`src/rtl/bsg_plic_src_cond.sv`:
```
// Interrupt-source conditioning ahead of the PLIC: per-source synchronizer,
// polarity normalization to active-high, debounce filter and enable gating.
module bsg_plic_src_cond #(
  parameter int unsigned          num_src_p         = 2,
  parameter int unsigned          sync_stages_p     = 2,
  parameter int unsigned          debounce_cycles_p = 4,
  parameter logic [num_src_p-1:0] invert_mask_p     = '0
) (
  input  logic                 clk_i,
  input  logic                 rst_ni,
  input  logic [num_src_p-1:0] intr_raw_i,
  input  logic [num_src_p-1:0] en_i,
  output logic [num_src_p-1:0] intr_src_o,
  output logic [num_src_p-1:0] rise_o
);

  localparam int unsigned          cnt_w_lp   = $clog2(debounce_cycles_p + 1);
  localparam logic [cnt_w_lp-1:0] cnt_max_lp = cnt_w_lp'(debounce_cycles_p - 1);

  for (genvar i = 0; i < num_src_p; i++) begin : g_src
    logic [sync_stages_p-1:0] sync_q, sync_d;
    logic [cnt_w_lp-1:0]      cnt_q, cnt_d;
    logic                     q_q, q_d;
    logic                     rise_q, rise_d;
    logic                     norm;

    // Only the last synchronizer stage feeds the filter; stage 0 may go metastable.
    assign sync_d = {sync_q[sync_stages_p-2:0], intr_raw_i[i]};
    assign norm   = sync_q[sync_stages_p-1] ^ invert_mask_p[i];

    always_comb begin
      q_d   = q_q;
      cnt_d = '0;
      if (!en_i[i]) begin
        q_d   = 1'b0;
        cnt_d = '0;
      end else if (norm != q_q) begin
        if (cnt_q == cnt_max_lp) begin
          q_d = norm;
        end else begin
          cnt_d = cnt_q + cnt_w_lp'(1);
        end
      end
      rise_d = q_d & ~q_q;
    end

    // Synchronizer resets to the inactive raw level so the normalized value starts at 0.
    always_ff @(posedge clk_i or negedge rst_ni) begin
      if (!rst_ni) begin
        sync_q <= {sync_stages_p{invert_mask_p[i]}};
        cnt_q  <= '0;
        q_q    <= 1'b0;
        rise_q <= 1'b0;
      end else begin
        sync_q <= sync_d;
        cnt_q  <= cnt_d;
        q_q    <= q_d;
        rise_q <= rise_d;
      end
    end

    assign intr_src_o[i] = q_q;
    assign rise_o[i]     = rise_q;
  end

endmodule

```
`config.mk`:
```
export PLATFORM = sky130hd
export DESIGN_NAME = bsg_plic_src_cond
export DESIGN_NICKNAME = d
export VERILOG_FILES = /design/src/rtl/bsg_plic_src_cond.sv
export SDC_FILE = /design/constraint.sdc
export NUM_CORES = 1
export LEC_CHECK = 0
export CORE_UTILIZATION = 40
export DETAILED_ROUTE_END_ITERATION = 7
export GPL_TIMING_DRIVEN = 0
export PLACE_DENSITY = 0.66
export REMOVE_ABC_BUFFERS = 1
export SYNTH_ARGS = -nofsm -noshare
export SYNTH_HDL_FRONTEND = slang
export SYNTH_SLANG_ARGS = --single-unit
export TNS_END_PERCENT = 20
```
`constraint.sdc`:
```
create_clock -name clk_i -period 1.2 [get_ports clk_i]
set_clock_uncertainty 0.1 [all_clocks]
set_input_delay 0.12 -clock clk_i [delete_from_list [all_inputs] [get_ports clk_i]]
set_output_delay 0.12 -clock clk_i [all_outputs]
set_load 0.01 [all_outputs]
```
Yosys cells after proc, flatten, opt, wreduce, memory -nomap -nowiden
Cells that the tools add are included.

Bits in registers: 14. Output and inout bits: 4.

$add $sub $neg: 2. Equality and inequality tests: 4. Muxes and demuxes: 12. Bitwise operators: 4.

Operators by type and width (number): 3-bit 2-to-1 mux (6); 3-bit by 1-bit adder with 3-bit output (second input constant) (2); 3-bit by 2-bit == test with 1-bit output (second input constant) (2); 1-bit 2-to-1 mux (6); 1-bit AND (2); 1-bit != test (2); 1-bit NOT (2).

Longest topological paths before layout
Word-level depth: 5. Depth in mapped cells: 3. Depth with buffers taken out: 3.

Worst setup path before layout
OpenSTA, ideal clock, no wires.

Path type: reg-to-reg. Start point: reg g_src[0].cnt_q[0]. End point: reg g_src[0].cnt_q[0]. Library setup time: 0.105 ns. Data arrival time: 0.970 ns. Data required time: 0.995 ns. Setup slack: 0.025 ns. Cell stages (with the launch flop): 4. Period minus slack after synthesis: 1.175 ns. Cells stage by stage: dfrtp_1 > ha_1 > and2b_4 > nor4b_1.

Word-level cells in the longest chain between the ends: 4.

Ends and longest elaborated chain: start, declared (RTL line 22) `logic [cnt_w_lp-1:0] cnt_q, cnt_d;`; start signal, assigned (RTL line 56) `cnt_q <= cnt_d;`; 3-bit by 1-bit adder with 3-bit output / 3-bit by 2-bit == test with 1-bit output (equally long branches) (RTL line 41, 38); 3-bit 2-to-1 mux (*) (RTL line 38) `if (cnt_q == cnt_max_lp) begin`; 3-bit 2-to-1 mux (*) (RTL line 37) `end else if (norm != q_q) begin`; 3-bit 2-to-1 mux (*) (RTL line 34) `if (!en_i[i]) begin`; via g_src[0].cnt_d[0] (RTL line 22).

Mark *: on every way through the listed nets, which the timed path passes. The rest lies on a longest branch.

Worst setup path after layout
Start point: reg g_src[1].cnt_q[0]. End point: reg g_src[1].cnt_q[0].

Word-level cells in the longest chain between the ends: 4.

Ends and longest elaborated chain (RTL line): start, declared (22); start signal, assigned (56); 3-bit by 1-bit adder with 3-bit output / 3-bit by 2-bit == test with 1-bit output (equally long branches) (41, 38); 3-bit 2-to-1 mux (*) (38); 3-bit 2-to-1 mux (*) (37); 3-bit 2-to-1 mux (*) (34); via g_src[1].cnt_d[0] (22).

Marked as above.

==> run summary <==
At the later pin of the worst-skew pair, clock insertion delay measures 0.27 ns. The startpoint type of the worst setup path was a flip-flop. Setup repair after global routing could not meet its margin everywhere. At the end of the flow, the number of nets in the layout was 62. Derived from the worst setup path, the maximum achievable clock frequency is 841.6 MHz.

Summed over all cells, the static leakage comes to 0.3304 nW. The tightest hold path in the finished design has a slack of 0.1251 ns. The worst register-to-register path has a setup slack of 0.01 ns. In this run the cell area measured after placement is 625.6 um^2. In this run, placement finished with an instance count of 60. Setup violations remaining at the end of the flow were counted as 0.

In the layout the commonest cells are sky130_fd_sc_hd__dfrtp_1 (14), sky130_fd_sc_hd__nand2_1 (6), sky130_fd_sc_hd__clkdlybuf4s50_1 (5). The number of distinct library cells after synthesis was 16; the minimum clock period was 1.188 ns. The reg-to-reg endpoint was g_src[1].cnt_q[0]$_DFF_PN0_. The run gives 0.5984 as the worst relative slew slack. The count of synthesis-stage warnings from yosys was 0; the total routing usage reported by global routing was 0.1640. The floorplan step defined a die boundary enclosing 1522 um^2.

The starting utilization of the core area was 0.4620; the max-slew violation count was 0. The wire length per cell was 13.54 um; the detailed-route via count was 337. The run gives 1.26 ns as the data arrival time of the worst path.

The reg-to-reg startpoint was g_src[1].cnt_q[0]$_DFF_PN0_. TritonCTS built the clock tree. The run gives 0.8819 mW as the sum of internal, switching and leakage power. The area share of the largest cell type after synthesis is 0.6393.

The worst-margin pin slew is 0.6005 ns. The classification of the worst-slack hold path was primary input to asynchronous set/reset pin. The worst endpoint required time came out at 1.27 ns. Origin of the worst setup path: g_src[1].cnt_q[0]$_DFF_PN0_. In this run, CTS created clock tree buffers numbering 3.

The period utilization is 0.9901. Compared with the post-synthesis result, the final layout area differs by 31.28%. The run gives 11 as the count of routing violations after the opening detailed-route iteration. After clock tree synthesis, the clock-pin slew on the worst setup and hold paths is 0.08 ns. The first global-routing pass estimated 1559 um of wire.

The detailed-route vias per instance was 5.030; the first-pass iteration count of the detailed router was 4. Counting every instance in the synthesized netlist gives 41. The total area inside the core boundary comes to 1186 um^2.

The floorplan has 12 rows. The number of global-route vias before repair is 369, and the width of the die is 39.02 um. Top fanout value on the critical path: 3. The tree is rooted in a sky130_fd_sc_hd__clkbuf_4.

The tools report the total of hold buffers inserted after clock tree synthesis as 0. Dividing total power by cell area gives a power density of 1226 nW/um^2. For this run, the number of standard cells in the final layout without fillers is 67.

For the largest net degree at the start of global routing, the log shows 15. The peak supply drop was 794.0 uV; the sequential fraction of the synthesis area was 0.6393. Summed over all nets, the half-perimeter wirelength after detailed placement is 628.5 um. The total congestion overflow after global routing is 0. Total length of routed wires: 907 um. 0 antenna diodes ended up in the layout.

The critical path in this run is classified as flip-flop to flip-flop. Across the run, the number of max-cap violations was 0. The maximum level of the CTS H-tree was 1.

The number of failing hold endpoints at the final stage is 0, and the proportion of synthesized flip-flops having asynchronous set or reset is 1.000. The primary flip-flop cell chosen by synthesis mapping is sky130_fd_sc_hd__dfrtp_1. For the final design instance area without fill, the log shows 719.4 um^2. The clock passes through at most 2 buffers.

Of all cell types, the one taking the most synthesized area is sky130_fd_sc_hd__dfrtp_1. The flow ran to the end, and the final reports show no timing, DRC or antenna violations. The global placer's final weighted congestion is 0.6560, and the count of cells along the worst register-to-register path is 3. The termination of the worst setup path is g_src[1].cnt_q[0]$_DFF_PN0_.

The run gives 548.0 um^2 as the post-synthesis cell area. During placement, the flow inserted port buffers numbering 9. Antenna violation net count after detailed routing: 0.

The floorplan step set the die height to 39.02 um. In the post-synthesis netlist, the biggest area contributors are sky130_fd_sc_hd__dfrtp_1 (64%), sky130_fd_sc_hd__buf_4 (5.5%), sky130_fd_sc_hd__ha_1 (4.6%). The leading cell type in the layout, fill and taps excluded is sky130_fd_sc_hd__dfrtp_1. The number of enable-type register cells in the synthesized netlist came out at 0. After detailed routing, the number of remaining DRC violations is 0. The worst setup path is captured at a flip-flop. A synthesized cell averages 13.37 um^2. The layout cell share with drive strength beyond 1 was 0.3208.

The initial antenna violation count was 0; the number of sinks on the clock net was 14. The number of synthesized register bits is 14. The boundary pin count was 10.
-- cell families after synthesis --
family | Yosys count | share of synthesized area
AND/OR/NAND/NOR | 17 | 0.2009
flip-flops | 14 | 0.6393
buffers and inverters | 4 | 0.05480
XOR/XNOR | 2 | 0.03197
adder cells (fa/ha/maj) | 2 | 0.04565
AO/OA/AOI/OAI | 1 | 0.009124
multiplexers | 1 | 0.01827
-- Yosys cell counts (2+ instances only) --
library cell / n
sky130_fd_sc_hd__buf_4: 4
sky130_fd_sc_hd__dfrtp_1: 14
sky130_fd_sc_hd__ha_1: 2
sky130_fd_sc_hd__nand2_1: 6
sky130_fd_sc_hd__nor3_1: 3
sky130_fd_sc_hd__xnor2_1: 2
-- power by group --
part	internal, mW	total, mW	switching, mW
Clock	0.184	0.325	0.141
Sequential	0.485	0.494	0.00929
Combinational	0.0344	0.0624	0.0281
Total	0.704	0.882	0.178
-- worst max-delay path: stages, from the launching register on --
cell and delay [ns]:
sky130_fd_sc_hd__dfrtp_1 0.39, sky130_fd_sc_hd__ha_2 0.18, sky130_fd_sc_hd__nor2b_4 0.13, sky130_fd_sc_hd__nor4b_2 0.28
-- what timing repair did --
item | in CTS | in global routing
gates resized for setup | 9 | 6
gates cloned | 0 | 0
buffers inserted | 1 | 2
setup endpoints to repair | 9 | 10
hold endpoints to repair | 0 | 0
pin swaps | 1 | 3
-- registers in the layout (all words and copies together) (netlist names) --
| register | count |
|---|---|
| g_src.sync_q | 4 |
| g_src.rise_q | 2 |
| g_src.cnt_q | 6 |
| g_src.q_q | 2 |
-- worst min-delay path by stage --
stage / cells past startpoint / startpoint / end / slack (ns)
4_1_cts: 1 / rst_ni / g_src[0].cnt_q[2]$_DFF_PN0_ / 0.13
2_1_floorplan: 0 / rst_ni / g_src[0].cnt_q[0]$_DFF_PN0_ / -0.28
3_5_place_dp: 0 / g_src[1].sync_q[0]$_DFF_PN0_ / g_src[1].sync_q[1]$_DFF_PN0_ / 0.24
5_1_grt: 1 / rst_ni / g_src[0].cnt_q[1]$_DFF_PN0_ / 0.17
6_report: 1 / rst_ni / g_src[0].cnt_q[2]$_DFF_PN0_ / 0.13
3_3_place_gp: 0 / g_src[1].sync_q[0]$_DFF_PN0_ / g_src[1].sync_q[1]$_DFF_PN0_ / 0.23
-- area by class of cell --
class                   instances  area, um^2
multi-input cells              23       210.2
clock buffers                   4       36.28
flip-flops and latches         14       350.3
well taps                      14       17.52
fillers                        88       466.7
repair buffers                 12       105.1
-- per-stage QoR --
step	setup WS [ns]	TNS (ns)	utilization
floorplan	0.02525	0	-
global placement	-0.003223	-0.003223	0.5274
detailed placement	-0.07399	-0.1569	0.5274
CTS	-0.1197	-0.2170	0.5728
global route	-0.03934	-0.1227	0.6065
finish	0.01183	0	0.6065
-- metal layers --
metal	part of all wire	wire length, um	up-vias	GRT usage
li1	-	-	161	-
met1	0.40	362	165	0.1791
met2	0.55	501	9	0.2833
met3	0.042	38	2	0.03468
met4	0.0044	4	0	0.1034
met5	0	0	-	0
(Power assumes the default switching activity.)
==> RTL change, RTL diff (config.mk and constraints unchanged) <==
Change the parameter `invert_mask_p` from '0 to 1.
--- a/src/rtl/bsg_plic_src_cond.sv
+++ b/src/rtl/bsg_plic_src_cond.sv
@@ -4,7 +4,7 @@
   parameter int unsigned          num_src_p         = 2,
   parameter int unsigned          sync_stages_p     = 2,
   parameter int unsigned          debounce_cycles_p = 4,
-  parameter logic [num_src_p-1:0] invert_mask_p     = '0
+  parameter logic [num_src_p-1:0] invert_mask_p     = 1
 ) (
   input  logic                 clk_i,
   input  logic                 rst_ni,
Behaviour: not the same (Yosys sat finds a counterexample within 10 cycles, from zero or initial values and one cycle with rst_ni low).
==> RTL change against the unedited design <==
- design area is 1.2% higher
- wire length is 12% lower
- die area is 0.64% higher
- worst setup slack better by 1.1 ps
- sequential cell count stayed put
- worst hold slack worse by 24 ps
- synthesized cell count stayed put
- via count is 2.1% lower
- critical endpoint unchanged
- area after synthesis is 0.68% higher
- total power is 1.0% higher
==> RTL change: results (changes against the unedited design) <==
Synth
  • XOR/XNOR share of the synthesized area: 3.175% (-0.022 points)
  • Post-synthesis compound-gate area fraction: 0.9070% (-0.0062 points)
  • Sequential element share of the synthesized area: 63.95% (about the same)
  • Synthesized-area fraction occupied by adder cells: 4.535% (-0.031 points)
  • Top post-synthesis cells by area: dfrtp_1 54%, dfstp_2 9.5%, buf_4 5.4%
  • Post-synthesis cell type count: 19 (+3)
  • Mux cell area share after synthesis: 1.814% (-0.012 points)
  • Post-synth top cells: 12 x dfrtp_1, 5 x nand2_1, 4 x buf_4

GRT
  • Vias in the first global route: 296 (-20%)
  • Met1 Use GR: 15.38% (-2.5 points)
  • Global routing usage on met2: 18.75% (-9.6 points)
  • Global-route wire length before repair: 1.214 mm (-22%)
  • GR Util met3: 5.202% (+1.7 points)
  • Gr usage total: 12.77% (-3.6 points)

Layout
  • Fraction of layout cells with a size suffix above 1: 33.96% (+1.9 points)
  • Multi-input gate area: 211.5 um^2 (+0.60%)
  • Layout fillers: 111 (+26%)
  • Final design utilization: 56.67% (-4.0 points)
  • # diodes: 0 (unchanged)
  • Final std cells w/o fill: 68 (+1.5%)
  • Total area of sequential cells: 352.8 um^2 (+0.71%)
  • Layout clock area frac: 4.983% (-0.061 points)
  • Non-clk buf share: 14.95% (+0.34 points)
  • Biggest regs: g_src.cnt_q (6), g_src.sync_q (4)
  • Seq_cells: 14 (unchanged)

Routing
  • Routed vias: 330 (-2.1%)
  • WL met2: 408 um (-19%)
  • Drt first-iter violations: 6 (-5)
  • WL per Instance: 11.68 um (-14%)
  • Wl on met1: 352 um (-2.8%)
  • Pre-antenna DRT Iters: 3 (-1)
  • Met3 routed WL: 32 um (-16%)
  • Max Used Layer: met3

Pwr
  • Maximum VDD drop: 690.5 uV (-13%)
  • Leakage Power: 0.3325 nW (+0.65%)
  • Power Total: 0.8907 mW (+1.0%)
  • Int Power: 0.7072 mW (+0.50%)
  • P_clk: 0.334 mW (+3%)

Placed design
  • Hpwl dp: 570.2 um (-9.3%)
  • Placed Area: 630.6 um^2 (+0.80%)
  • Post-Place Setup Slack: -64.78 ps (+9.207 ps)
  • Cell Count Post-Placement: 61 (+1.7%)
  • RePlAce Congestion: 0.7111 (+8.4%)

STA
  • Slew HR: 61.51% (+1.7 points)
  • Max Clk Rate: 842.4 MHz (about the same)
  • Final hold slack: 100.8 ps (-24.28 ps)

Clocking
  • Clock tree buffer depth: 2 (unchanged)
  • Post-CTS sizing: 8 (-1)
  • Number of setup buffers added after CTS: 1 (unchanged)

Worst setup path
  • Crit Path Max Fanout: 3 (unchanged)
  • Crit path arrival time: 1270 ps
  • CP top delay family: flip-flops

Die
  • Tapcells inserted: 15 (+1)

Status
  • Status: finished, final reports clean
-- RTL change: changes by cell type after synthesis --
cell / before / now
nand2_1: 6 / 5
xor2_1: 0 / 1
dfrtp_1: 14 / 12
nand2b_1: 0 / 1
nor2b_2: 0 / 1
xnor2_1: 2 / 1
dfstp_2: 0 / 2
and2b_4: 1 / 0
-- RTL change: cell families after synthesis --
group / Yosys count
xor gates and xnor gates: 2
and+or+nand+nor: 17
DFF: 14
buffers and inverters: 4
AOI/OAI and AO/OA: 1
muxes: 1
adders and majority gates: 2
-- RTL change: worst max-delay path by stage --
stage	startpoint	end	depth (start not counted)
floorplan	g_src[0].cnt_q[0]	g_src[0].cnt_q[0]	3
global placement	g_src[0].cnt_q[0]	g_src[0].cnt_q[0]	3
detailed placement	g_src[0].cnt_q[0]	g_src[0].cnt_q[0]	3
CTS	g_src[1].cnt_q[0]	g_src[1].cnt_q[0]	3
global route	g_src[1].cnt_q[0]	g_src[1].cnt_q[0]	3
finish	g_src[1].cnt_q[0]	g_src[1].cnt_q[0]	3
